### config.mk
export PLATFORM = sky130hd
export DESIGN_NAME = seq_detector_param
export DESIGN_NICKNAME = d
export VERILOG_FILES = /design/src/rtl/seq_detector_param.sv
export SDC_FILE = /design/constraint.sdc
export NUM_CORES = 1
export LEC_CHECK = 0
export ABC_AREA = 1
export BUFFER_PORTS_ARGS = -buffer_cell sky130_fd_sc_hd__buf_2
export CORE_MARGIN = 2
export CORE_UTILIZATION = 45
export DETAILED_ROUTE_END_ITERATION = 12
export PLACE_DENSITY = 0.71
export SYNTH_ARGS = -nofsm -noshare
export SYNTH_HDL_FRONTEND = slang
export SYNTH_SLANG_ARGS = --single-unit
export TNS_END_PERCENT = 1
### constraint.sdc
create_clock -name clk -period 1.7 [get_ports clk]
set_input_delay 0.255 -clock clk [delete_from_list [all_inputs] [get_ports clk]]
set_output_delay 0.255 -clock clk [all_outputs]
set_load 0.01 [all_outputs]
### src/rtl/seq_detector_param.sv
// Purpose : parametrised serial pattern detector, Mealy flag y plus registered copy y_q and a saturating match counter.
// Latency : y is combinational (0 cycles); y_q and match_count reflect a match after the next rising edge.
// Backpres: none; en qualifies each input bit, and cycles with en=0 are skipped without disturbing the history.
//
// Ports:
//   clk         - system clock, rising edge
//   reset       - asynchronous active-low reset
//   x           - serial data bit
//   en          - bit-valid qualifier; x is consumed only when en=1
//   clr         - synchronous clear of match_count (wins over a same-edge match)
//   y           - combinational match: the current x completes the pattern
//   y_q         - y registered one cycle later
//   match_count - matches since reset/clr, saturating at all-ones
module seq_detector_param #(
    parameter int             LEN     = 4,
    parameter logic [LEN-1:0] PATTERN = 4'b1101,
    parameter bit             OVERLAP = 1'b1,
    parameter int             CNT_W   = 8
) (
    input  logic             clk,
    input  logic             reset,
    input  logic             x,
    input  logic             en,
    input  logic             clr,
    output logic             y,
    output logic             y_q,
    output logic [CNT_W-1:0] match_count
);

    generate
        if (LEN < 2 || LEN > 32) begin : g_len_check
            $error("seq_detector_param: LEN must lie in 2..32");
        end
    endgenerate

    // fill counts valid history bits 0..LEN-1; $clog2(LEN) bits are enough
    localparam int               FW        = $clog2(LEN);
    localparam logic [FW-1:0]    FILL_FULL = FW'(LEN - 1);
    localparam logic [CNT_W-1:0] CNT_MAX   = '1;

    logic [LEN-2:0] hist;     // last LEN-1 consumed bits, newest in bit 0
    logic [FW-1:0]  fill;
    logic [LEN-1:0] window;   // history with the live bit appended

    assign window = {hist, x};

    // A match needs a full history; fill==0 after reset keeps y low during reset.
    assign y = en && (fill == FILL_FULL) && (window == PATTERN);

    always_ff @(posedge clk or negedge reset) begin
        if (!reset) begin
            hist        <= '0;
            fill        <= '0;
            y_q         <= 1'b0;
            match_count <= '0;
        end else begin
            // y is 0 whenever en=0, so y_q naturally drops in skipped cycles
            y_q <= y;

            if (en) begin
                hist <= window[LEN-2:0];
                // Non-overlapping mode forgets the matched bits; the stale
                // hist content is masked by fill until it is refilled.
                if (!OVERLAP && y) begin
                    fill <= '0;
                end else if (fill != FILL_FULL) begin
                    fill <= fill + 1'b1;
                end
            end

            if (clr) begin
                match_count <= '0;
            end else if (y && (match_count != CNT_MAX)) begin
                match_count <= match_count + 1'b1;
            end
        end
    end

endmodule

## Yosys cells after proc, flatten, opt, wreduce, memory -nomap -nowiden

Cells that the tools add are included.

- Bits in registers: 14
- Input bits: 5

- Reduce and logical (&&, ||, !) cells: 5
- Add/sub/neg operators: 2
- Muxes and demuxes: 2
- Equality and inequality tests: 4

Operators with widths:

| cell | number |
|---|---|
| $mux W8 | 2 |
| $add A8 B1 Y8 const B | 1 |
| $ne A8 B8 Y1 const B | 1 |
| $eq A4 B4 Y1 const B | 1 |
| $logic_and A1 B1 Y1 | 3 |
| $add A2 B1 Y2 const B | 1 |
| $eq A2 B2 Y1 const B | 1 |
| $ne A2 B2 Y1 const B | 1 |
| $reduce_and A2 Y1 | 1 |
| $reduce_bool A2 Y1 | 1 |

## Logic depth before layout (Yosys ltp)

- Word-level depth: 6
- Depth in mapped cells: 8
- Mapped depth without buffers: 8

## Worst setup path before layout

OpenSTA, ideal clock, no wires.

- Path kind: reg2reg
- Start point: reg fill[0]
- End point: reg fill[1]
- Stages on the path, launching flop included: 4
- Required time: 1.575 ns
- Path buffers: 0
- Setup time: 0.125 ns
- Clock period less this slack: 1.238 ns
- Slack: 0.462 ns
- Arrival time: 1.113 ns
- Cells stage by stage: dfrtp_1 > ha_1 > or2_4 > mux2_4

- Longest elaborated chain between the ends: 2
- Elaborated cells between the ends (all ways): 3
- Classes of those cells: add/sub (1); eq/ne (1); reduce/logical (1)

RTL lines:

| element | line | RTL |
|---|---|---|
| start, declared | 42 | `logic [FW-1:0] fill;` |
| start signal, assigned | 67 | `fill <= fill + 1'b1;` |
| $ne A2 B2 Y1 | 66 | `end else if (fill != FILL_FULL) begin` |
| $reduce_and A2 Y1 (no source line) | n/a |  |

Several ways; a longest one is shown, not always the timed one.
A chain may end at the register's enable or synchronous reset.

## Worst setup path after layout

- Start point: reg fill[0]
- End point: out y

- Longest elaborated chain between the ends: 3

RTL lines:

| element | line | RTL |
|---|---|---|
| $eq A2 B2 Y1 | 48 | `assign y = en && (fill == FILL_FULL) && (window == PATTERN);` |
| $logic_and A1 B1 Y1 (2 in series) | 48 |  |
| end, declared | 25 | `output logic y,` |

No other way between the ends.

==> results.json <==
{
  "setup_tns_ns": 0,
  "met1_usage": 0.2687,
  "startpoint_type": "flip-flop",
  "initial_utilization": 0.4652,
  "numCtsBuffers": 3,
  "areaGrowthSynthToFinish_pct": 16.08,
  "die_w_um": 45.79,
  "post_dp_cell_area_um2": 879.6,
  "final_cells": 137,
  "synth_area_leader_cell": "dfrtp_1",
  "p_int_mw": 0.5288,
  "clk_latency_ns": 0.28,
  "maxCapViolCount": 0,
  "synth_cell_types": 22,
  "crit_path_end_kind": "output pin",
  "drc": 0,
  "rsz0062_at_grt": "no",
  "finalCritPeriodShare": 0.9237,
  "fin_crit_ns": 1.570,
  "hold_slack_ns": 0.2082,
  "ys_seq_area_frac": 0.4459,
  "die_area_um2": 2096,
  "numClockSinks": 14,
  "ys_seq_elements": 14,
  "critPathArrivalTime_ns": 1.32,
  "grt_use_met3": 0.03571,
  "ant_nets": 0,
  "cellLeakagePower_nw": 0.5266,
  "grt_pass1_wl_mm": 2.787,
  "cts_root_buf": "clkbuf_4",
  "p_total_mw": 0.7175,
  "synthFlopType": "dfrtp_1",
  "p_switching_mw": 0.1886,
  "syn-cell-area_um2": 785.8,
  "crit_type": "flip-flop to output pin",
  "first_pass_iters": 4,
  "place_congestion": 0.8541,
  "swShare": 0.2629,
  "drtIter0Drc": 20,
  "preCtsSetupSlack_ns": 0.3732,
  "synth_nets": 109,
  "finalMaxSlewViolations": 0,
  "syn_inst": 102,
  "powerDensity_nw_per_um2": 786.6,
  "cts_tree": "yes",
  "viasPerCell": 5.029,
  "io_pins": 15,
  "p_clk_frac": 0.259,
  "grt_busiest_layer": "met2",
  "worst_slew_pin_slew_ns": 0.3092,
  "grt_pass1_vias": 651,
  "die_h_um": 45.79,
  "grtUsageMet2": 0.2732,
  "peakVddDrop_mv": 0.4720,
  "wire_per_inst_um": 11.31,
  "async_flop_share": 1.000,
  "layout_setup_ws_ns": 0.1296,
  "port_buffers": 14,
  "synth_area_leaders": "dfrtp_1 (45%), nand2_1 (14%), nand3_1 (8.9%), inv_1 (5.7%), nor2_1 (4.8%)",
  "postCtsSetupBuffers": 0,
  "wl_mm": 1.549,
  "yosys_warnings": 0,
  "comb_power_share": 0.198,
  "nets": 129,
  "synth_top_area_share": 0.4459,
  "hp-class": "input port to flip-flop",
  "h-tree-depth": 1,
  "layout-drive-gt1-share": 0.2417,
  "status": "complete, no violations",
  "antenna_cells": 0,
  "place_hpwl_mm": 1.127,
  "relSlewSlack": 0.7931,
  "synth_edf_count": 0,
  "clockBufferDepth": 2,
  "dp_cells": 133,
  "num_vias": 689,
  "grt-ovfl-total": 0,
  "antenna_found_initial": 0,
  "final_core_util": 0.5400,
  "crit_path_max_fanout": 4,
  "clkTransAtPathRegs_ns": 0.08,
  "grt_use_total": 0.1879,
  "finalSetupViolations": 0,
  "max_freq_mhz": 636.8,
  "skew_ns": 0.002649,
  "finish.instance_area_um2": 912.1,
  "avgSynthCellArea_um2": 7.703,
  "coreArea_um2": 1689,
  "power_frac_seq": 0.543,
  "core.rowCount": 15,
  "critPathRequiredTime_ns": 1.44,
  "grt_max_degree": 15,
  "hold_viol": 0
}
[cell type report]
| type | count | area [µm²] |
|---|---|---|
| sequential | 14 | 350.3 |
| tap | 17 | 21.27 |
| timing repair buffer | 16 | 87.58 |
| inverter | 14 | 52.55 |
| fill | 166 | 777.0 |
| clock buffer | 3 | 22.52 |
| multi-input combinational | 73 | 377.9 |
[state kept, by name, summed over array words and instances, names as in the netlist]
name,flops
y_q,1
fill,2
match_count,8
hist,3
[power by group through the flow]
stage               registers [mW]  clock network [mW]  logic, mW
finish                       0.390               0.186      0.142
global route                 0.394               0.207      0.164
CTS                          0.390               0.192      0.145
detailed placement           0.396                   0      0.141
global placement             0.395                   0      0.133
floorplan                    0.392                   0      0.109
[synth_stat cells (all sizes together), types with 2 or more instances]
library cell   n
nand2         31
nand3         16
dfrtp         14
inv           13
nor2          13
a21oi          2
ha             2
nand4          2
[cells by family after synthesis]
kind of cell / after synthesis / share of synthesized area
flip-flops: 14 / 0.4459
multiplexers: 1 / 0.01910
AND/OR/NAND/NOR: 65 / 0.3901
adder cells (fa/ha/maj): 2 / 0.03184
XOR/XNOR: 1 / 0.01115
buffers and inverters: 15 / 0.07323
AO/OA/AOI/OAI: 4 / 0.02866
[timing repair]
| action | 4_1_cts | 5_1_grt |
|---|---|---|
| gates resized for setup | 0 | 1 |
| setup endpoints to repair | 0 | 1 |
| endpoints found under the hold margin | 14 | 0 |
| hold buffers | 1 | 0 |
[path summary, 6_finish.rpt]
kind	from	endpoint	slack, ns	cells after the start
min reg2reg	fill[0]	fill[0]	0.48	1
min	x	hist[0]	0.21	3
max reg2reg	match_count[1]	match_count[3]	0.39	7
min in group asynchronous	reset	fill[1]	0.39	2
max in group asynchronous	reset	match_count[7]	1.07	2
max	fill[0]	y	0.13	6
[routing by layer]
metal | part of all wire | vias up
met5 | 0 | -
met4 | 0.026 | 0
met3 | 0.041 | 6
met2 | 0.43 | 16
met1 | 0.50 | 305
li1 | - | 362
[worst max-delay path, stage by stage, from the launching register on]
cell	delay (ns)
dfrtp_1	0.37
ha_1	0.19
nand2_1	0.05
inv_1	0.08
nand3_2	0.10
inv_2	0.11
buf_2	0.14
[cell usage in the layout (no fill, tap or decap), types with 2 or more instances in the layout]
cell and instances:
clkbuf_4 3, buf_2 14, nor2_2 3, nand4_1 2, nand3_1 14, inv_1 11
ha_1 2, inv_2 2, nand2_1 29, a21oi_1 2, dfrtp_1 14, nor2_1 10
nand3_2 2
No activity file was read; power rests on OpenSTA's default activity.
